**src/rtl/lsu_pkg.sv**
```systemverilog
// Shared types and helpers for the MEM-stage load/store bus controller.
package lsu_pkg;

    typedef enum logic [2:0] {
        IDLE,
        REQ0,
        WAIT0,
        REQ1,
        WAIT1,
        RESP
    } state_t;

    typedef logic [1:0] size_t;

    localparam size_t SZ_B = 2'd0;
    localparam size_t SZ_H = 2'd1;
    localparam size_t SZ_W = 2'd2;

    function automatic logic [2:0] size_bytes(input size_t sz);
        case (sz)
            SZ_B:    return 3'd1;
            SZ_H:    return 3'd2;
            default: return 3'd4;
        endcase
    endfunction

    // An access needs a second beat when its last byte falls into the next word.
    function automatic logic is_split(input size_t sz, input logic [1:0] off);
        return ({2'b00, off} + {1'b0, size_bytes(sz)}) > 4'd4;
    endfunction

endpackage

```
**src/rtl/lsu_bus_ctrl_if.sv**
```systemverilog
// Pipeline-side request/response and data-bus signals of the load/store controller.
interface lsu_bus_ctrl_if #(parameter int ADDR_W = 32);

    logic              req_valid;
    logic              req_ready;
    logic              req_we;
    logic              req_lb;
    logic              req_lh;
    logic [ADDR_W-1:0] req_addr;
    logic [31:0]       req_wdata;
    logic              rsp_valid;
    logic [31:0]       rsp_data;
    logic              stall;
    logic              bus_req;
    logic              bus_we;
    logic [ADDR_W-1:0] bus_addr;
    logic [3:0]        bus_be;
    logic [31:0]       bus_wdata;
    logic              bus_gnt;
    logic              bus_rvalid;
    logic [31:0]       bus_rdata;

    modport master (
        output req_valid, req_we, req_lb, req_lh, req_addr, req_wdata,
        output bus_gnt, bus_rvalid, bus_rdata,
        input  req_ready, rsp_valid, rsp_data, stall,
        input  bus_req, bus_we, bus_addr, bus_be, bus_wdata
    );

    modport slave (
        input  req_valid, req_we, req_lb, req_lh, req_addr, req_wdata,
        input  bus_gnt, bus_rvalid, bus_rdata,
        output req_ready, rsp_valid, rsp_data, stall,
        output bus_req, bus_we, bus_addr, bus_be, bus_wdata
    );

endinterface

```
**src/rtl/lsu_lane_align.sv**
```systemverilog
// Byte-lane steering: per-beat byte enables and write data, plus load merge and size mask.
module lsu_lane_align
    import lsu_pkg::*;
(
    input  size_t       size,
    input  logic [1:0]  off,
    input  logic        beat,
    input  logic [31:0] wdata,
    input  logic [31:0] rdata0,
    input  logic [31:0] rdata1,
    output logic [3:0]  be,
    output logic [31:0] wdata_lane,
    output logic [31:0] load_data
);

    logic [3:0]  size_mask;
    logic [31:0] data_mask;
    logic [4:0]  lo_shift;
    logic [5:0]  hi_shift;

    // Beat 1 carries the bytes that spilled past the word boundary of beat 0.
    always_comb begin
        size_mask = 4'b1111;
        data_mask = 32'hFFFF_FFFF;
        case (size)
            SZ_B: begin
                size_mask = 4'b0001;
                data_mask = 32'h0000_00FF;
            end
            SZ_H: begin
                size_mask = 4'b0011;
                data_mask = 32'h0000_FFFF;
            end
            default: ;
        endcase

        lo_shift = {off, 3'b000};
        hi_shift = 6'd32 - {1'b0, lo_shift};

        if (beat) begin
            be         = size_mask >> (3'd4 - {1'b0, off});
            wdata_lane = wdata >> hi_shift;
        end else begin
            be         = size_mask << off;
            wdata_lane = wdata << lo_shift;
        end

        load_data = ((rdata0 >> lo_shift) | (rdata1 << hi_shift)) & data_mask;
    end

endmodule

```
**src/rtl/lsu_bus_ctrl.sv**
```systemverilog
// MEM-stage load/store controller: one access at a time, split into at most two
// word-aligned bus beats, with the pipeline stalled until the response pulse.
module lsu_bus_ctrl
    import lsu_pkg::*;
#(
    parameter int ADDR_W = 32
) (
    input  logic         clk,
    input  logic         rst,
    lsu_bus_ctrl_if.slave lsu
);

    state_t            state;
    state_t            state_next;
    logic              accept;
    logic              beat;
    logic              in_req;
    size_t             req_size;

    logic              we_q;
    size_t             size_q;
    logic [1:0]        off_q;
    logic              split_q;
    logic [ADDR_W-1:0] addr_q;
    logic [31:0]       wdata_q;
    logic [31:0]       rdata0_q;
    logic              rsp_valid_q;
    logic [31:0]       rsp_data_q;

    logic [3:0]        lane_be;
    logic [31:0]       lane_wdata;
    logic [31:0]       lane_rdata0;
    logic [31:0]       load_data;

    assign accept   = lsu.req_valid && (state == IDLE);
    assign req_size = lsu.req_lb ? SZ_B : (lsu.req_lh ? SZ_H : SZ_W);
    assign beat     = (state == REQ1) || (state == WAIT1);
    assign in_req   = (state == REQ0) || (state == REQ1);

    // In WAIT0 the low word is still on the bus, so merge straight from it.
    assign lane_rdata0 = (state == WAIT0) ? lsu.bus_rdata : rdata0_q;

    lsu_lane_align u_lane_align (
        .size       (size_q),
        .off        (off_q),
        .beat       (beat),
        .wdata      (wdata_q),
        .rdata0     (lane_rdata0),
        .rdata1     (lsu.bus_rdata),
        .be         (lane_be),
        .wdata_lane (lane_wdata),
        .load_data  (load_data)
    );

    always_ff @(posedge clk or posedge rst) begin
        if (rst) begin
            state <= IDLE;
        end else begin
            state <= state_next;
        end
    end

    // Bus beat outputs are driven only while requesting, so they read as zero otherwise.
    always_comb begin
        state_next    = state;
        lsu.bus_req   = in_req;
        lsu.bus_we    = 1'b0;
        lsu.bus_addr  = '0;
        lsu.bus_be    = 4'b0000;
        lsu.bus_wdata = 32'h0;
        lsu.req_ready = (state == IDLE);
        lsu.stall     = (state != IDLE) || lsu.req_valid;
        lsu.rsp_valid = rsp_valid_q;
        lsu.rsp_data  = rsp_data_q;

        if (in_req) begin
            lsu.bus_we    = we_q;
            lsu.bus_addr  = beat ? (addr_q + ADDR_W'(4)) : addr_q;
            lsu.bus_be    = lane_be;
            lsu.bus_wdata = we_q ? lane_wdata : 32'h0;
        end

        case (state)
            IDLE:  if (accept) state_next = REQ0;
            REQ0: begin
                if (lsu.bus_gnt) begin
                    if (!we_q)        state_next = WAIT0;
                    else if (split_q) state_next = REQ1;
                    else              state_next = RESP;
                end
            end
            WAIT0: if (lsu.bus_rvalid) state_next = split_q ? REQ1 : RESP;
            REQ1:  if (lsu.bus_gnt) state_next = we_q ? RESP : WAIT1;
            WAIT1: if (lsu.bus_rvalid) state_next = RESP;
            RESP:  state_next = IDLE;
            default: state_next = IDLE;
        endcase
    end

    always_ff @(posedge clk or posedge rst) begin
        if (rst) begin
            we_q    <= 1'b0;
            size_q  <= SZ_W;
            off_q   <= 2'b00;
            split_q <= 1'b0;
            addr_q  <= '0;
            wdata_q <= 32'h0;
        end else if (accept) begin
            we_q    <= lsu.req_we;
            size_q  <= req_size;
            off_q   <= lsu.req_addr[1:0];
            split_q <= is_split(req_size, lsu.req_addr[1:0]);
            addr_q  <= {lsu.req_addr[ADDR_W-1:2], 2'b00};
            wdata_q <= lsu.req_wdata;
        end
    end

    // Response is registered on the way into RESP; rsp_data holds until the next one.
    always_ff @(posedge clk or posedge rst) begin
        if (rst) begin
            rdata0_q    <= 32'h0;
            rsp_valid_q <= 1'b0;
            rsp_data_q  <= 32'h0;
        end else begin
            if ((state == WAIT0) && lsu.bus_rvalid) begin
                rdata0_q <= lsu.bus_rdata;
            end
            rsp_valid_q <= (state_next == RESP);
            if (state_next == RESP) begin
                rsp_data_q <= we_q ? 32'h0 : load_data;
            end
        end
    end

endmodule

```
**src/flat_wrapper.sv**
```systemverilog
// flat-port wrapper written by rule: the top's interface ports become plain ports
module lsu_bus_ctrl_flat import lsu_pkg::*;
#(
    parameter int ADDR_W = 32
)
  (clk, rst, lsu_req_valid, lsu_req_we, lsu_req_lb, lsu_req_lh, lsu_req_addr, lsu_req_wdata, lsu_bus_gnt, lsu_bus_rvalid, lsu_bus_rdata, lsu_req_ready, lsu_rsp_valid, lsu_rsp_data, lsu_stall, lsu_bus_req, lsu_bus_we, lsu_bus_addr, lsu_bus_be, lsu_bus_wdata);
  lsu_bus_ctrl_if #(.ADDR_W(ADDR_W)) lsu_i ();
  input  logic clk;
  input  logic rst;
  input wire logic [$bits(lsu_i.req_valid)-1:0] lsu_req_valid;
  input wire logic [$bits(lsu_i.req_we)-1:0] lsu_req_we;
  input wire logic [$bits(lsu_i.req_lb)-1:0] lsu_req_lb;
  input wire logic [$bits(lsu_i.req_lh)-1:0] lsu_req_lh;
  input wire logic [$bits(lsu_i.req_addr)-1:0] lsu_req_addr;
  input wire logic [$bits(lsu_i.req_wdata)-1:0] lsu_req_wdata;
  input wire logic [$bits(lsu_i.bus_gnt)-1:0] lsu_bus_gnt;
  input wire logic [$bits(lsu_i.bus_rvalid)-1:0] lsu_bus_rvalid;
  input wire logic [$bits(lsu_i.bus_rdata)-1:0] lsu_bus_rdata;
  output wire logic [$bits(lsu_i.req_ready)-1:0] lsu_req_ready;
  output wire logic [$bits(lsu_i.rsp_valid)-1:0] lsu_rsp_valid;
  output wire logic [$bits(lsu_i.rsp_data)-1:0] lsu_rsp_data;
  output wire logic [$bits(lsu_i.stall)-1:0] lsu_stall;
  output wire logic [$bits(lsu_i.bus_req)-1:0] lsu_bus_req;
  output wire logic [$bits(lsu_i.bus_we)-1:0] lsu_bus_we;
  output wire logic [$bits(lsu_i.bus_addr)-1:0] lsu_bus_addr;
  output wire logic [$bits(lsu_i.bus_be)-1:0] lsu_bus_be;
  output wire logic [$bits(lsu_i.bus_wdata)-1:0] lsu_bus_wdata;
  assign lsu_i.req_valid = lsu_req_valid;
  assign lsu_i.req_we = lsu_req_we;
  assign lsu_i.req_lb = lsu_req_lb;
  assign lsu_i.req_lh = lsu_req_lh;
  assign lsu_i.req_addr = lsu_req_addr;
  assign lsu_i.req_wdata = lsu_req_wdata;
  assign lsu_i.bus_gnt = lsu_bus_gnt;
  assign lsu_i.bus_rvalid = lsu_bus_rvalid;
  assign lsu_i.bus_rdata = lsu_bus_rdata;
  assign lsu_req_ready = lsu_i.req_ready;
  assign lsu_rsp_valid = lsu_i.rsp_valid;
  assign lsu_rsp_data = lsu_i.rsp_data;
  assign lsu_stall = lsu_i.stall;
  assign lsu_bus_req = lsu_i.bus_req;
  assign lsu_bus_we = lsu_i.bus_we;
  assign lsu_bus_addr = lsu_i.bus_addr;
  assign lsu_bus_be = lsu_i.bus_be;
  assign lsu_bus_wdata = lsu_i.bus_wdata;
  lsu_bus_ctrl #(.ADDR_W(ADDR_W)) u_core (.clk(clk), .rst(rst), .lsu(lsu_i));
endmodule
```
**config.mk**
```make
export PLATFORM = sky130hd
export DESIGN_NAME = lsu_bus_ctrl_flat
export DESIGN_NICKNAME = d
export VERILOG_FILES = /design/src/rtl/lsu_pkg.sv /design/src/rtl/lsu_bus_ctrl_if.sv /design/src/rtl/lsu_lane_align.sv /design/src/rtl/lsu_bus_ctrl.sv /design/src/flat_wrapper.sv
export SDC_FILE = /design/constraint.sdc
export NUM_CORES = 1
export LEC_CHECK = 0
export CAP_MARGIN = 25
export CORE_MARGIN = 8
export CORE_UTILIZATION = 51
export DETAILED_ROUTE_END_ITERATION = 8
export GPL_TIMING_DRIVEN = 0
export PLACE_DENSITY = 0.85
export RECOVER_POWER = 50
export SYNTH_ARGS = -nofsm -noshare
export SYNTH_HDL_FRONTEND = slang
export SYNTH_SLANG_ARGS = --single-unit
export TNS_END_PERCENT = 5
```
**constraint.sdc**
```tcl
create_clock -name clk -period 5.1 [get_ports clk]
set_input_delay 1.02 -clock clk [delete_from_list [all_inputs] [get_ports clk]]
set_output_delay 1.02 -clock clk [all_outputs]
set_load 0.02 [all_outputs]
```
## Word level (Yosys, flattened, before mapping)

Index checks and enable logic that the tools add are counted.

| cells by class | value |
|---|---|
| add/subtract/negate cells | 4 |
| order comparisons | 1 |
| equal/unequal tests | 7 |
| shift operators | 6 |
| muxes and demuxes | 25 |
| bitwise operators | 2 |
| reductions and logical operators | 9 |

Operators with widths:

| operator | number |
|---|---|
| 32-bit 2-to-1 mux | 7 |
| 32-bit one-hot mux with 2 select lines | 1 |
| 32-bit by 3-bit adder with 32-bit output (second input constant) | 1 |
| 32-bit bitwise AND | 1 |
| 32-bit OR | 1 |
| 32-bit by 5-bit << shifter with 32-bit output | 1 |
| 32-bit by 6-bit << shifter with 32-bit output | 1 |
| 32-bit by 5-bit right shift with 32-bit output | 1 |
| 32-bit by 6-bit right shift with 32-bit output | 1 |
| 3-bit 2-to-1 mux | 8 |
| 3-bit one-hot mux with 5 select lines | 1 |
| 4-bit 2-to-1 mux | 2 |
| 4-bit one-hot mux with 2 select lines | 1 |
| 3-bit by 2-bit == test with 1-bit output (second input constant) | 2 |
| 3-bit == test (second input constant) | 2 |
| 3-bit one-hot mux with 2 select lines | 1 |
| 6-bit by 5-bit subtractor with 6-bit output (first input constant) | 1 |
| 2-bit by 3-bit adder with 4-bit output | 1 |
| 2-bit by 1-bit == test with 1-bit output (second input constant) | 2 |
| 4-bit by 3-bit > comparator with 1-bit output (second input constant) | 1 |
| 2-bit zero test | 2 |
| 2-bit 2-to-1 mux | 2 |
| 4-bit by 2-bit << shifter with 4-bit output | 1 |
| 4-bit by 3-bit right shift with 4-bit output | 1 |
| other kinds (7) | 11 |

| storage, ports and cells | value |
|---|---|
| register bits | 136 |

## Depth between registers and ports, before layout

Gate-level depths: netlist of run 1.

| depth | value |
|---|---|
| depth after elaboration | 7 |
| depth in mapped cells | 13 |

## Cells and area by module

Synthesis of run 1 repeated with hierarchy kept, for this count alone.

| unflattened totals | value |
|---|---|
| cell total of the unflattened synthesis | 871 |
| area total of the unflattened synthesis | 9439.1 um^2 |

By module, submodules not included:

| module | instances | cells each | area an instance (um^2) | seq. area each (um^2) |
|---|---|---|---|---|
| lsu_bus_ctrl | 1 | 597 | 7216.9 | 3404.5 |
| lsu_lane_align | 1 | 274 | 2222.1 | 0.0 |

## Worst setup path after synthesis of run 1

OpenSTA, ideal clock, no wires.

| path | value |
|---|---|
| kind | reg-to-output |
| start | register u_core.off_q[0] |
| end | output lsu_bus_wdata[24] |
| arrival time | 2.844 ns |
| path slack | 1.236 ns |
| cell stages (with the launch flop) | 13 |
| buffers on the path | 6 |
| cell sequence | dfrtp_1 -> buf_2 -> inv_2 -> buf_2 -> clkbuf_1 -> ha_1 -> buf_2 -> or2_1 -> buf_2 -> nor2_2 -> clkbuf_1 -> nand3_1 -> a21oi_1 |

| on the way | value |
|---|---|
| word-level cells in the longest chain between the ends | 5 |
| elaborated cells on any way between the ends | 6 |
| those cells by class | 1 x add/sub; 2 x shift; 3 x mux |

RTL lines:

| element | line | source |
|---|---|---|
| from (decl) | lsu_bus_ctrl.sv:22 | `logic [1:0] off_q;` |
| from (signal assigned) | lsu_bus_ctrl.sv:111 | `off_q <= lsu.req_addr[1:0];` |
| 6-bit by 5-bit subtractor with 6-bit output | lsu_lane_align.sv:38 | `hi_shift = 6'd32 - {1'b0, lo_shift};` |
| 32-bit by 6-bit right shift with 32-bit output | lsu_lane_align.sv:42 | `wdata_lane = wdata >> hi_shift;` |
| 32-bit 2-to-1 mux * | lsu_lane_align.sv:40 | `if (beat) begin` |
| 32-bit 2-to-1 mux * | lsu_bus_ctrl.sv:80 | `lsu.bus_wdata = we_q ? lane_wdata : 32'h0;` |
| 32-bit 2-to-1 mux * | lsu_bus_ctrl.sv:76 | `if (in_req) begin` |
| to (decl) | flat_wrapper.sv:27 | `output wire logic [$bits(lsu_i.bus_wdata)-1:0] lsu_bus_wdata;` |

Every way passes the cells marked *; elsewhere a longest branch is shown, timed or not.

## Final worst setup path of run 1

| path | value |
|---|---|
| start | register u_core.off_q[1] |
| end | output lsu_bus_wdata[21] |

Same word-level chain as after synthesis.

==> results.tsv, run 1 <==
metric	value	unit
number of hold violations in the final report	0	
cell type contributing the most total cell area after synthesis	sky130_fd_sc_hd__dfrtp_1	
pin count of the biggest net entering global routing	87	
clk root buf	sky130_fd_sc_hd__clkbuf_16	
share of the synthesized area in the top cell type	37.07	%
number of distinct standard cells referenced by the synthesized netlist	73	
number of buffers inserted during clock tree synthesis	17	
f_max	201.9	MHz
Detailed Routing Iterations Pass 1	8	
Clock Tree Buf Depth	2	
floorplan die width	149.7	microns
clock-pin transition on the worst setup and hold timing paths	0.06	ns
endpoint required time on the critical path	4.08	ns
critical path class	reg2out	
final hold slack	0.4813	ns
number of cells on the worst hold path	2	
actual transition at the worst max-transition pin	2.416	ns
# Post-CTS Setup Buffers	0	
crit path launch	u_core.off_q[1]	
number of placed I/O pins	209	
Post-CTS Hold Buffers	0	
Post-synth top flop	sky130_fd_sc_hd__dfrtp_1	
remaining global-route overflow	0	
highest net fanout along the worst path	10	
H-tree Lvls	4	
TritonCTS clock tree	built	
max-capacitance violation count	1	
Std-Cell Rows	49	
most common cell in the netlist	sky130_fd_sc_hd__dfrtp_1	
Crit Reg-Reg Endpoint	u_core.lsu.rsp_data[1]	
max-slew headroom at the worst pin	-61.98	%
average instance area after synthesis	9.736	sq um
setup-violating endpoint count in the final report	0	
arrival time of data at the critical path endpoint	3.93	ns
Setup crit start kind	flip-flop	
crit path time final	4.952	ns
total wire length	31860	microns
number of global-route vias before repair	8789	
Clock Latency Late Sink	0.43	ns
# nets final	1271	
via density per instance	6.230	
capture endpoint of the worst hold path	u_core.lsu.rsp_data[27]	
proportion of register bits with asynchronous set or reset after synthesis	100.0	%
pre-CTS setup slack	-0.1980	ns
total area of multi-input combinational cells	5234	sq um
Worst R2R Setup Slack	1.78	ns
total track usage	28.17	%
area of the core	17720	sq um
via total after detailed routing	8753	
starting DRC count in detailed routing	1010	
startpoint of the lowest-slack hold path	u_core.lsu.rsp_data[27]	
routed length per instance	22.68	microns
PnR Total Power	0.008834	W
number of cells on the worst reg-to-reg path	12	
total DRC errors in the routed layout	0	
total of flip-flops plus latches after synthesis	136	
number of pins with negative max-slew slack in the final report	51	
setup slack after layout	0.1483	ns
number of port buffers	206	
reg-to-reg critical path startpoint	u_core.off_q[1]	
Filler cells	1387	
area growth from synthesis to layout	32.49	%
capturing element type of the critical path	output port	
final clock skew	0.01193	ns
RSZ-0062 raised after global routing	false	
final weighted congestion in routability-driven placement	0.9436	
Yosys warning count	0	
Post-Synthesis Cell Area	9112	sq um
number of nets still failing antenna checks after routing	0	
number of enable flip-flop cells after synthesis	0	
sequential share of the synthesized area	37.36	%
power density over the cells	731.7	nW/um^2
number of sinks on the clock net	136	
half-perimeter wire length after placement	23350	microns
antenna violations before repair	1	
effective utilization at floorplan	51.43	%
global-route wire length before repair	48940	microns
floorplan die area	22400	sq um
cell types occupying the most area after synthesis	sky130_fd_sc_hd__dfrtp_1, sky130_fd_sc_hd__mux2_2, sky130_fd_sc_hd__mux2i_1	
run status	finished with violations	
maximum ir drop on the vdd rail	0.0004282	V
final critical-path share of the clock period	97.09	%
gate count of the mapped netlist	936	
footprint of the flip-flops and latches	3405	sq um
static power due to leakage	4.846	nW
violations in the final reports	max-capacitance violations, max-slew violations	
ratio of cells with drive above 1 in the final layout	16.00	%
Die Span Y	149.7	microns
top cells by instance count after synthesis	sky130_fd_sc_hd__dfrtp_1, sky130_fd_sc_hd__nand2_1, sky130_fd_sc_hd__mux2_2	
worst min-delay path class	reg2reg	
cells in the final DEF (no fill, tap or decap), types with 6 or more instances in the layout:
master / netlist / layout
sky130_fd_sc_hd__a211o_1: 8 / 8
sky130_fd_sc_hd__a211oi_1: 15 / 15
sky130_fd_sc_hd__a21oi_1: 60 / 60
sky130_fd_sc_hd__a22oi_1: 9 / 9
sky130_fd_sc_hd__a32oi_1: 8 / 8
sky130_fd_sc_hd__and2_1: 6 / 6
sky130_fd_sc_hd__and3_1: 9 / 9
sky130_fd_sc_hd__buf_1: 8 / 7
sky130_fd_sc_hd__buf_2: 29 / 23
sky130_fd_sc_hd__buf_4: 12 / 9
sky130_fd_sc_hd__clkbuf_1: 32 / 36
sky130_fd_sc_hd__clkbuf_16: 0 / 17
sky130_fd_sc_hd__clkdlybuf4s50_1: 0 / 200
sky130_fd_sc_hd__dfrtp_1: 135 / 135
sky130_fd_sc_hd__inv_1: 10 / 9
sky130_fd_sc_hd__mux2_1: 22 / 22
sky130_fd_sc_hd__mux2_2: 86 / 86
sky130_fd_sc_hd__mux2i_1: 72 / 72
sky130_fd_sc_hd__mux4_2: 9 / 9
sky130_fd_sc_hd__nand2_1: 88 / 88
sky130_fd_sc_hd__nand2b_1: 6 / 6
sky130_fd_sc_hd__nand3_1: 19 / 19
sky130_fd_sc_hd__nand4_1: 8 / 8
sky130_fd_sc_hd__nor2_1: 77 / 78
sky130_fd_sc_hd__nor2b_1: 14 / 14
sky130_fd_sc_hd__nor3_1: 10 / 10
sky130_fd_sc_hd__o211ai_1: 8 / 8
sky130_fd_sc_hd__o21ai_0: 33 / 33
sky130_fd_sc_hd__o21ai_1: 15 / 15
sky130_fd_sc_hd__o22ai_1: 7 / 7
sky130_fd_sc_hd__o31ai_1: 9 / 9
sky130_fd_sc_hd__o32a_1: 8 / 8
sky130_fd_sc_hd__or3_1: 9 / 9
sky130_fd_sc_hd__xnor2_1: 10 / 10
sky130_fd_sc_hd__xor2_1: 13 / 13
stage by stage:
stage                     cell area, sq um  instances  TNS [ns]  util, %
final                                12070       1405         0    68.14
after global routing                 12070       1405         0    68.14
after CTS                            12090       1405         0    68.22
after detailed placement             11500       1374   -0.9991    64.92
after global placement               11460       1372   -201.61    64.71
after floorplan                       9116        937         0        -
report_power, final:
part | total [W] | switching, W | internal (W)
sequential | 0.00211 | 0.000514 | 0.00159
clock | 0.00124 | 0.000518 | 0.000722
combinational | 0.00548 | 0.00309 | 0.00239
worst max-delay path, stage by stage, from the launching register on:
cell                              delay [ns]
sky130_fd_sc_hd__dfrtp_1                0.36
sky130_fd_sc_hd__clkbuf_4               0.26
sky130_fd_sc_hd__clkinv_2               0.19
sky130_fd_sc_hd__clkbuf_2               0.29
sky130_fd_sc_hd__ha_1                   0.35
sky130_fd_sc_hd__buf_2                  0.21
sky130_fd_sc_hd__or2_1                  0.24
sky130_fd_sc_hd__buf_2                  0.19
sky130_fd_sc_hd__clkbuf_2               0.26
sky130_fd_sc_hd__nor3_1                 0.24
sky130_fd_sc_hd__a21oi_1                0.07
sky130_fd_sc_hd__nor2_1                 0.19
sky130_fd_sc_hd__clkdlybuf4s50_1        0.64
what timing repair did:
| item | in CTS | in global routing |
|---|---|---|
| resized for setup | 6 | 9 |
| endpoints found under the setup margin | 36 | 31 |
| pin swaps | 0 | 0 |
| gates cloned | 0 | 0 |
metal layers:
| layer | part of all wire [%] | global-route usage, % | vias to the layer above |
|---|---|---|---|
| li1 | - | - | 3873 |
| met2 | 47 | 45.36 | 540 |
| met5 | 0 | 0 | - |
| met3 | 11 | 8.497 | 90 |
| met4 | 3.0 | 10.39 | 0 |
| met1 | 39 | 35.13 | 4250 |
registers in the layout, indices dropped and copies added (netlist names):
name                  flops
u_core.lsu.rsp_data      32
u_core.rdata0_q          32
u_core.wdata_q           32
u_core.addr_q            30
u_core.state              3
u_core.off_q              2
u_core.size_q             2
u_core.lsu.rsp_valid      1
u_core.split_q            1
u_core.we_q               1
area by class of cell:
cell class              instances  share of cell area (%)
flip-flops and latches        136                   28.20
plain buffers                  83                   3.462
inverters                      12                  0.3938
well taps                     229                   2.373
repair buffers                208                   17.41
diodes                          1                 0.02073
multi-input cells             704                   43.35
clock inverters                14                   1.233
clock buffers                  18                   3.555
cell families (layout without fill, tap and decap cells):
kind of cell    after synthesis  after routing  share of synthesized area (%)
compound gates              214            214                          15.87
xor+xnor                     23             23                          2.211
fa+ha+maj                     5              5                         0.7689
buf+inv                      97            335                          5.218
flops                       136            136                          37.36
mux                         192            192                          24.34
other cells                   1              3                        0.04115
simple gates                268            268                          14.18
how the worst max path moves through the flow:
| stage | to | slack [ns] | cells after the start |
|---|---|---|---|
| final | lsu_bus_wdata[21] | 0.15 | 12 |
| after global routing | lsu_bus_wdata[22] | 0.01 | 12 |
| after CTS | lsu_bus_wdata[14] | 0.02 | 12 |
| after detailed placement | lsu_bus_wdata[29] | -0.20 | 13 |
| after global placement | u_core.wdata_q[2] | -1.50 | 2 |
| after floorplan | u_core.addr_q[10] | 0.44 | 1 |
Note: power is estimated with default switching activity, not from simulation.
==> run 2: changes to the inputs <==
- CELL_PAD_IN_SITES_DETAIL_PLACEMENT: unset -> 2
- CELL_PAD_IN_SITES_GLOBAL_PLACEMENT: unset -> 2
- CORE_UTILIZATION: 51 -> 31
- PLACE_DENSITY: 0.85 -> 0.84
==> run 2 against run 1 <==
  * The run still ends with max-capacitance violations, max-slew violations left
  * Core utilization fell by 25 points
  * Hold slack improved by 0.0011 ns
  * Global-route usage fell by 5.1 points
==> results.tsv, run 2 (synthesized netlist as in run 1, its figures left out) <==
metric	value	unit
run status	finished with violations	
violations in the final reports	max-capacitance violations, max-slew violations	
Seq pwr share	23.0	%
library cell contributing the largest single delay on the critical path	sky130_fd_sc_hd__clkdlybuf4s50_1	
number of cells on the worst hold path	2	
clk root buf	sky130_fd_sc_hd__clkbuf_16	
floorplan die area	35140	sq um
number of pins with negative max-slew slack in the final report	66	
end point of the critical path	lsu_bus_be[1]	
final critical-path share of the clock period	98.38	%
fraction of power consumed by combinational cells	62.4	%
number of hold violations in the final report	0	
end-of-flow core utilization	42.79	%
remaining global-route overflow	0	
TritonCTS clock tree	built	
starting DRC count in detailed routing	492	
Setup crit start kind	flip-flop	
CP max stage delay	0.61	ns
Clock Latency Late Sink	0.44	ns
# nets final	1272	
H-tree Lvls	4	
number of global-route vias before repair	10210	
Filler cells	3096	
final hold slack	0.4824	ns
arrival time of data at the critical path endpoint	4.00	ns
Clock Tree Buf Depth	2	
via total after detailed routing	8876	
final clock skew	0.01244	ns
actual transition at the worst max-transition pin	3.156	ns
total buffers and inverters traversed by the critical path	7	
floorplan die width	187.5	microns
power density over the cells	756.1	nW/um^2
# Post-CTS Setup Buffers	0	
global-route wire length before repair	63270	microns
Top delay family on crit path	buffers and inverters	
number of port buffers	206	
max-slew headroom at the worst pin	-111.5	%
setup-violating endpoint count in the final report	0	
Worst R2R Setup Slack	1.60	ns
maximum ir drop on the vdd rail	0.0003509	V
routed length per instance	26.28	microns
number of sinks on the clock net	136	
Die Span Y	187.5	microns
capturing element type of the critical path	output port	
via density per instance	5.682	
critical path class	reg2out	
f_max	199.3	MHz
half-perimeter wire length after placement	29570	microns
internal portion of total power	0.004804	W
commonest non-fill, non-tap cells in the layout	sky130_fd_sc_hd__clkdlybuf4s50_1, sky130_fd_sc_hd__dfrtp_1, sky130_fd_sc_hd__nand2_1, sky130_fd_sc_hd__mux2_2, sky130_fd_sc_hd__nor2_1	
highest net fanout along the worst path	10	
total DRC errors in the routed layout	0	
area of the core	28860	sq um
antenna violations before repair	3	
effective utilization at floorplan	31.58	%
crit path launch	u_core.off_q[1]	
reg-to-reg critical path startpoint	u_core.off_q[1]	
RSZ-0062 raised after global routing	true	
CP cell instances	buf_4 > clkinv_2 > clkbuf_4 > ha_1 > buf_2 > clkbuf_4 > buf_2 > nand2_1 > a22oi_1 > o32a_1 > nor2_1 > clkdlybuf4s50_1	
number of cells on the worst reg-to-reg path	11	
number of nets still failing antenna checks after routing	0	
Crit Reg-Reg Endpoint	u_core.lsu.rsp_data[7]	
area growth from synthesis to layout	35.49	%
final weighted congestion in routability-driven placement	0.8355	
number of placed I/O pins	209	
endpoint required time on the critical path	4.08	ns
PnR Total Power	0.009335	W
crit path time final	5.018	ns
number of buffers inserted during clock tree synthesis	17	
total wire length	41050	microns
net switching power	0.004531	W
clock-pin transition on the worst setup and hold timing paths	0.07	ns
ratio of cells with drive above 1 in the final layout	16.41	%
WP depth	12	
Clock Power Share	14.6	%
total track usage	23.07	%
static power due to leakage	4.979	nW
Detailed Routing Iterations Pass 1	5	
worst min-delay path class	reg2reg	
max-capacitance violation count	1	
net switching fraction of the power	48.54	%
Std-Cell Rows	62	
commonest non-fill, non-tap cell in the layout	sky130_fd_sc_hd__clkdlybuf4s50_1	
pin count of the biggest net entering global routing	72	
## run 2: cell count changes in the layout (fill, tap and decap cells not counted), moves of 2 or more
cell,delta
sky130_fd_sc_hd__clkbuf_1,-3
sky130_fd_sc_hd__inv_6,+2
sky130_fd_sc_hd__buf_2,+2
sky130_fd_sc_hd__clkbuf_2,-2
sky130_fd_sc_hd__dlymetal6s2s_1,+5
sky130_fd_sc_hd__clkdlybuf4s50_1,-5
sky130_fd_sc_hd__clkinvlp_4,-3
sky130_fd_sc_hd__inv_8,+2
## run 2: worst min-delay path by stage
stage                                  startpoint                      end  slack (ns)
after detailed placement  u_core.lsu.rsp_data[30]  u_core.lsu.rsp_data[30]        0.47
after global routing           u_core.rdata0_q[1]       u_core.rdata0_q[1]        0.52
after global placement         u_core.rdata0_q[2]       u_core.rdata0_q[2]        0.46
after floorplan                u_core.rdata0_q[1]       u_core.rdata0_q[1]        0.45
final                     u_core.lsu.rsp_data[30]  u_core.lsu.rsp_data[30]        0.48
after CTS                 u_core.lsu.rsp_data[30]  u_core.lsu.rsp_data[30]        0.49
## run 2: cell type report
class	count	area, sq um	area share, %
multi-input combinational	704	5236	42.41
sequential	136	3405	27.57
timing repair buffer	208	2115	17.13
tap	384	480.5	3.891
clock buffer	18	439.2	3.557
buffer	84	436.7	3.537
clock inverter	14	182.7	1.480
inverter	12	47.55	0.3851
antenna	2	5.005	0.04054
## run 2: worst reg2reg max path, cell delays in order (launching register included)
cell	delay [ns]
sky130_fd_sc_hd__dfrtp_1	0.37
sky130_fd_sc_hd__buf_4	0.23
sky130_fd_sc_hd__clkinv_2	0.21
sky130_fd_sc_hd__clkbuf_4	0.30
sky130_fd_sc_hd__ha_1	0.33
sky130_fd_sc_hd__buf_2	0.23
sky130_fd_sc_hd__or2_1	0.25
sky130_fd_sc_hd__buf_2	0.20
sky130_fd_sc_hd__nor2_2	0.18
sky130_fd_sc_hd__clkbuf_1	0.56
sky130_fd_sc_hd__a211oi_1	0.22
sky130_fd_sc_hd__o41ai_1	0.34
## run 2: metal layers
layer / track usage (%) / vias up / wire [microns]
met2: 40.21 / 332 / 20610
met3: 4.679 / 86 / 2125
li1: - / 3887 / -
met5: 0 / - / 8
met1: 27.45 / 4569 / 17010
met4: 9.061 / 2 / 1298
## run 2: power by group through the flow
stage	combinational [W]	sequential, W	clock (W)
global route	0.00617	0.00221	0.00142
global placement	0.00550	0.00209	0
finish	0.00582	0.00214	0.00137
floorplan	0.00351	0.00204	0
CTS	0.00581	0.00213	0.00139
detailed placement	0.00570	0.00214	0
## run 2: repair_timing
action / in CTS / in global routing
hold buffers: 0 / 0
resized for setup: 11 / 13
endpoints found under the hold margin: 0 / 0
endpoints found under the setup margin: 36 / 17
## run 2: metrics by stage
stage | TNS, ns | cell area [sq um] | cells | setup slack, ns
2_1_floorplan | 0 | 9116 | 937 | 0.4422
3_3_place_gp | -253.60 | 11660 | 1527 | -1.869
3_5_place_dp | -4.785 | 11700 | 1529 | -0.4485
4_1_cts | 0 | 12330 | 1560 | 0.003895
5_1_grt | -0.003440 | 12350 | 1562 | -0.002913
6_report | 0 | 12350 | 1562 | 0.08242
==> run 3: changes to the inputs <==
- CORE_MARGIN: 8 -> unset
==> run 3 against run 2 <==
  * The run still ends with max-capacitance violations, max-slew violations left
  * Die area decreased by 14%
  * Global-route usage increased by 3.1 points
  * Power decreased by 1.3%
  * First-iteration DRC count increased by 6.1%
  * Via count decreased by 1.0%
  * Clock skew increased by 0.0014 ns
==> results.tsv, run 3 (synthesized netlist as in run 1, its figures left out) <==
metric	value	unit
area of the core	28780	sq um
ratio of cells with drive above 1 in the final layout	15.99	%
commonest non-fill, non-tap cells in the layout	sky130_fd_sc_hd__clkdlybuf4s50_1, sky130_fd_sc_hd__dfrtp_1, sky130_fd_sc_hd__nand2_1, sky130_fd_sc_hd__mux2_2, sky130_fd_sc_hd__nor2_1	
number of nets still failing antenna checks after routing	0	
half-perimeter wire length after placement	27820	microns
Clock Tree Buf Depth	2	
highest net fanout along the worst path	10	
Antenna Diode Count	0	
Std-Cell Rows	62	
capturing element type of the critical path	output port	
max-slew headroom at the worst pin	-69.83	%
Detailed Routing Iterations Pass 1	6	
TritonCTS clock tree	built	
total non-filler cell area in the finished layout	12260	sq um
critical path class	reg2out	
pin count of the biggest net entering global routing	84	
Crit Reg-Reg Endpoint	u_core.lsu.rsp_data[0]	
global-route wire length before repair	60170	microns
number of cells on the worst hold path	2	
clock-pin transition on the worst setup and hold timing paths	0.07	ns
static power due to leakage	4.866	nW
effective utilization at floorplan	31.66	%
final critical-path share of the clock period	98.28	%
floorplan die area	30080	sq um
number of port buffers	206	
WP depth	12	
number of pins with negative max-slew slack in the final report	55	
total track usage	26.18	%
post-CTS sizing	12	
instance area at placement	11700	sq um
CP max stage delay	0.65	ns
CP cell instances	buf_4 > clkinv_2 > clkbuf_4 > ha_1 > buf_2 > or2_1 > buf_2 > nor2_2 > clkbuf_4 > nand3_1 > a21oi_1 > clkdlybuf4s50_1	
total wire length	38930	microns
Post-CTS Hold Buffers	0	
violations in the final reports	max-capacitance violations, max-slew violations	
endpoint required time on the critical path	4.08	ns
starting DRC count in detailed routing	522	
number of hold violations in the final report	0	
Worst R2R Setup Slack	1.51	ns
Die Span Y	173.5	microns
total buffers and inverters traversed by the critical path	7	
final-layout setup total negative slack	0	ns
maximum ir drop on the vdd rail	0.0003266	V
H-tree Lvls	4	
Top delay family on crit path	buffers and inverters	
# Post-CTS Setup Buffers	0	
RSZ-0062 raised after global routing	false	
library cell contributing the largest single delay on the critical path	sky130_fd_sc_hd__clkdlybuf4s50_1	
commonest non-fill, non-tap cell in the layout	sky130_fd_sc_hd__clkdlybuf4s50_1	
crit path time final	5.012	ns
number of sinks on the clock net	136	
arrival time of data at the critical path endpoint	3.99	ns
crit path launch	u_core.off_q[1]	
clk root buf	sky130_fd_sc_hd__clkbuf_16	
Clock Latency Late Sink	0.44	ns
f_max	199.5	MHz
actual transition at the worst max-transition pin	2.534	ns
power density over the cells	751.7	nW/um^2
end point of the critical path	lsu_bus_wdata[25]	
routed length per instance	24.95	microns
max-capacitance violation count	1	
setup slack after layout	0.08754	ns
final clock skew	0.01389	ns
# nets final	1272	
total DRC errors in the routed layout	0	
worst min-delay path class	reg2reg	
number of global-route vias before repair	9922	
remaining global-route overflow	0	
setup-violating endpoint count in the final report	0	
antenna violations before repair	0	
number of buffers inserted during clock tree synthesis	17	
Setup crit start kind	flip-flop	
final weighted congestion in routability-driven placement	0.8432	
floorplan die width	173.5	microns
PnR Total Power	0.009218	W
end-of-flow core utilization	42.61	%
area growth from synthesis to layout	34.57	%
pre-CTS setup slack	-0.3960	ns
reg-to-reg critical path startpoint	u_core.off_q[1]	
run status	finished with violations	
number of placed I/O pins	209	
number of cells on the worst reg-to-reg path	11	
via total after detailed routing	8783	
via density per instance	5.630	
-- run 3: cell types whose count changed in the layout (fill, tap and decap cells not counted), sizes merged --
cell and delta:
buf -4, clkdlybuf4s50 +4, dlymetal6s2s -4, clkbuf +3
bufinv -2, clkinvlp +2, diode -2, inv +1
-- run 3: tightest hold or removal path: cells and delay by family (launching register included) --
kind,cells,cell delay [ns]
simple gates,1,0.05
compound gates,1,0.05
flops,1,0.35
-- run 3: metrics by stage --
step           std cells  hold slack, ns
2_1_floorplan        937          0.4492
3_3_place_gp        1527          0.4608
3_5_place_dp        1529          0.4736
4_1_cts             1560          0.4902
5_1_grt             1560          0.5146
6_report            1560          0.4814
-- run 3: worst min path at each step --
| stage | start | end | slack, ns |
|---|---|---|---|
| after floorplan | u_core.rdata0_q[1] | u_core.rdata0_q[1] | 0.45 |
| after global placement | u_core.lsu.rsp_data[0] | u_core.lsu.rsp_data[0] | 0.46 |
| after detailed placement | u_core.lsu.rsp_data[30] | u_core.lsu.rsp_data[30] | 0.47 |
| after CTS | u_core.rdata0_q[2] | u_core.rdata0_q[2] | 0.49 |
| after global routing | u_core.rdata0_q[2] | u_core.rdata0_q[2] | 0.51 |
| final | u_core.lsu.rsp_data[30] | u_core.lsu.rsp_data[30] | 0.48 |
-- run 3: layer usage --
layer	vias up	global-route usage, %	wire length [microns]	part of all wire [%]
met5	-	0	0	0
met4	0	8.223	1059	2.7
met3	77	4.803	1989	5.1
met2	301	45.01	19220	49
met1	4538	33.10	16660	43
li1	3867	-	-	-
-- run 3: final cells by class --
type                       count  area, sq um
clock buffer                  17        425.4
timing repair buffer         208         2087
sequential                   136         3405
buffer                        84        426.7
tap                          384        480.5
clock inverter                15        157.7
fill                        3131        16520
inverter                      12        47.55
multi-input combinational    704         5234
-- run 3: where the power goes --
part	switching, W	internal, W	leakage (nW)	total, W
combinational	0.00340	0.00241	2.92	0.00581
clock	0.000589	0.000691	0.278	0.00128
sequential	0.000535	0.00159	1.67	0.00213
total	0.00453	0.00469	4.87	0.00922
==> RTL change 1, RTL diff (config.mk and constraints of run 3) <==
Reset style: synchronous (`rst`), changed in 3 clocked blocks.
--- a/src/rtl/lsu_bus_ctrl.sv
+++ b/src/rtl/lsu_bus_ctrl.sv
@@ -54,3 +54,3 @@
 
-    always_ff @(posedge clk or posedge rst) begin
+    always_ff @(posedge clk) begin
         if (rst) begin
@@ -99,3 +99,3 @@
 
-    always_ff @(posedge clk or posedge rst) begin
+    always_ff @(posedge clk) begin
         if (rst) begin
@@ -118,3 +118,3 @@
     // Response is registered on the way into RESP; rsp_data holds until the next one.
-    always_ff @(posedge clk or posedge rst) begin
+    always_ff @(posedge clk) begin
         if (rst) begin
Check against the original RTL: differs if rst is asserted again (counterexample within 4 cycles, from zero or initial values and one cycle with rst high); with rst held inactive, the same outputs for 4 cycles.
==> RTL change 1 against run 3 <==
Sequential cell count unchanged. Synthesized cell count increased by 24%. Routed wire length increased by 12%. Design area decreased by 3.8%. Utilization increased by 0.80 points. Area after synthesis decreased by 5.0%. Setup slack improved by 0.083 ns. Critical path type unchanged. Largest cell class unchanged. Highest routed layer unchanged.
Power is not compared: it rests on default switching activity, and its combinational part moved more than twofold at a synthesized area within 25%.
==> RTL change 1: results (changes against run 3) <==
stage,metric,value,unit,change
place,routabilityCongestion,0.9236,,was 0.8432
sta,finClkSkew,0.01381,ns,was 0.01389 ns
logic_synthesis,synth_xor_area_share,2.125,%,was 2.211%
final_layout,fin_util,43.41,%,was 42.61%
critical_path,crit_path_max_fanout,19,,was 10
routing,wl_per_cell,24.45,microns,was 24.95 microns
logic_synthesis,ys_seq_area_share,31.45,%,was 37.36%
run_status,outcome,finished clean,,"was finished, violations left"
logic_synthesis,yosys_most_used_dff,dfxtp_1,,was dfrtp_1
critical_path,r2r_start,u_core.off_q[0]$_SDFFE_PP0P_,,was u_core.off_q[1]$_DFFE_PP0P_
logic_synthesis,ys_types,65,,was 73
final_layout,seq_cell_count,136,,unchanged
final_layout,num-nonclk-buffers,313,,was 292
hold_path,hold_end,u_core.rdata0_q[7]$_SDFFE_PP0P_,,was u_core.lsu.rsp_data[30]$_DFFE_PP0N_
critical_path,reg2reg_slack,1.77,ns,was 1.51 ns
final_layout,inv_count,13,,was 12
final_layout,multi_input_area_share,45.39,%,was 42.68%
final_layout,clk_share,5.208,%,was 4.755%
final_layout,drive_gt1_share,7.056,%,was 15.99%
critical_path,r2r_cells,10,,was 11
final_layout,nets,1499,,"was 1,272"
hold_path,min_from,u_core.rdata0_q[7]$_SDFFE_PP0P_,,was u_core.lsu.rsp_data[30]$_DFFE_PP0N_
global_routing,grt_max_degree,17,,was 84
routing,drt_iter0_drc,526,,was 522
place,dp.final_hpwl,32380,microns,"was 27,820 microns"
routing,drt_first_pass_iters,5,,was 6
logic_synthesis,synth_compound_area_share,25.18,%,was 15.87%
critical_path,critPathCapture,lsu_bus_be[2],,was lsu_bus_wdata[25]
sta,holdWs,0.4630,ns,was 0.4814 ns
final_layout,multi_input_cells,909,,was 704
logic_synthesis,synth_cells,1165,,was 936
global_routing,grt_pass1_vias,11264,,"was 9,922"
place,dp.cells,1744,,"was 1,529"
critical_path,rr_endpoint,u_core.lsu.rsp_data[31]$_SDFFE_PP0N_,,was u_core.lsu.rsp_data[0]$_DFFE_PP0N_
global_routing,grt_pass1_wl,66280,microns,"was 60,170 microns"
place,numPortBuffers,205,,was 206
final_layout,antennaDiodeCount,1,,was 0
final_layout,fillers,3168,,"was 3,131"
logic_synthesis,synth_area_leaders,"dfxtp_1, nand2_1, a21oi_1",,"was dfrtp_1, mux2_2, mux2i_1"
[RTL change 1: per-layer routing]
metal  share of wire, %  vias up  wire [microns]  global-route usage [%]
li1                   -     4589               -                       -
met1                 44     5070           19060                   37.69
met2                 48      388           20710                   52.26
met3                5.0      103            2157                   4.396
met4                3.4        0            1488                   13.55
met5                  0        -               0                       0
[RTL change 1: worst max-delay path, delay by kind of cell, from the launching register on]
kind            cells  cell delay [ns]
buf+inv             7             2.21
simple gates        3             0.41
flops               1             0.33
fa+ha+maj           1             0.28
compound gates      2             0.22
[RTL change 1: logic make-up after synthesis]
family                   after synthesis
AND/OR/NAND/NOR                      463
XOR/XNOR                              21
multiplexers                          76
adder cells (fa/ha/maj)                6
AO/OA/AOI/OAI                        341
buffers and inverters                121
other                                  1
flip-flops                           136
==> RTL change 2, RTL diff (flow settings as in run 3) <==
Made on the original files. `ADDR_W` is set to 32 in 3 places; all go to 40.
--- a/src/rtl/lsu_bus_ctrl_if.sv
+++ b/src/rtl/lsu_bus_ctrl_if.sv
@@ -1,3 +1,3 @@
 // Pipeline-side request/response and data-bus signals of the load/store controller.
-interface lsu_bus_ctrl_if #(parameter int ADDR_W = 32);
+interface lsu_bus_ctrl_if #(parameter int ADDR_W = 40);
 
--- a/src/rtl/lsu_bus_ctrl.sv
+++ b/src/rtl/lsu_bus_ctrl.sv
@@ -5,3 +5,3 @@
 #(
-    parameter int ADDR_W = 32
+    parameter int ADDR_W = 40
 ) (
--- a/src/flat_wrapper.sv
+++ b/src/flat_wrapper.sv
@@ -3,3 +3,3 @@
 #(
-    parameter int ADDR_W = 32
+    parameter int ADDR_W = 40
 )
Ports: changed (resized lsu_bus_addr and lsu_req_addr); port bits go from 209 to 225. No check against the original RTL was run, so the function may have changed too.
==> RTL change 2 against run 3 <==
The flow still finishes with violations (max-capacitance violations, max-slew violations). Routed wire length is 11% higher. Design area is 5.4% higher. Area after synthesis is 3.8% higher. Total power is 5.7% higher. Count of clock-buffer cells in the layout is 6 higher. Via count is 11% higher. Sequential share of layout area is 0.12 points higher. Die area is 3.7% higher. Sequential cell count is 8 higher. Combinational power is 1% higher. Setup slack better by 0.0016 ns.
==> RTL change 2: results (changes against run 3) <==
stage,metric,value,unit,change
critical_path,r2r_cells,9,,was 11
run_status,outcome,"finished, violations left",,unchanged
routing,drt_first_pass_iters,5,,was 6
sta,drv_slew,71,,was 55
hold_path,min_from,u_core.lsu.rsp_data[0]$_DFFE_PP0N_,,was u_core.lsu.rsp_data[30]$_DFFE_PP0N_
job,maxCapViolations,1,,unchanged
run_status,violations,"max-capacitance violations, max-slew violations",,unchanged
final_layout,sh_seq_area,27.88,%,was 27.76%
logic_synthesis,synth_common_cells,"dfrtp_1, nand2_1, mux2_2",,unchanged
global_routing,grt_pass1_wl,65680,microns,"was 60,170 microns"
power,ir_drop,0.0003288,V,was 0.0003266 V
final_layout,drive_gt1_share,15.00,%,was 15.99%
final_layout,multiInputGateArea,5456,sq um,was 5234 sq um
global_routing,gr-usage-met2,48.25,%,was 45.01%
final_layout,layoutNonFillerInstCount,1677,,"was 1,560"
logic_synthesis,ys_seq_area_share,38.11,%,was 37.36%
critical_path,critPathMaxStageDelay,0.68,ns,was 0.65 ns
critical_path,critPathCapture,lsu_bus_wdata[23],,was lsu_bus_wdata[25]
place,dp.final_hpwl,30950,microns,"was 27,820 microns"
global_routing,grt_max_degree,75,,was 84
routing,wl_met2,21370,microns,"was 19,220 microns"
routing,top_layer,met5,,was met4
routing,drt_iter0_drc,602,,was 522
global_routing,gr-usage-met1,33.75,%,was 33.10%
place,numPortBuffers,222,,was 206
sta,tightest_slew,2.981,ns,was 2.534 ns
routing,vias,9753,,"was 8,783"
place,dp.cells,1646,,"was 1,529"
[RTL change 2: cell count changes in the layout (fill, tap and decap cells not counted), moves of 9 or more]
cell	run 3	this run
o21ai_0	33	92
nand2_1	88	130
a211oi_1	15	50
mux2_1	23	1
mux2_2	85	106
clkbuf_1	36	51
mux2i_1	72	57
clkdlybuf4s50_1	199	213
o21ai_1	15	1
nand3_1	19	30
a22oi_1	9	0
[RTL change 2: power breakdown]
group | switching (W) | internal [W]
Sequential | 0.000620 | 0.00169
Combinational | 0.00354 | 0.00233
Clock | 0.000562 | 0.00101
Total | 0.00472 | 0.00502
[RTL change 2: cell families after synthesis]
group / synth area share [%]
xor gates and xnor gates: 2.500
adders and majority gates: 0.7409
AOI/OAI and AO/OA: 16.70
muxes: 20.68
buffers and inverters: 4.471
other: 0.03965
and+or+nand+nor: 16.76
DFF: 38.11
[RTL change 2: what timing repair did]
action                                  CTS  global route
hold buffers                              0             0
gates resized for setup                  14             2
endpoints found under the setup margin   36            10
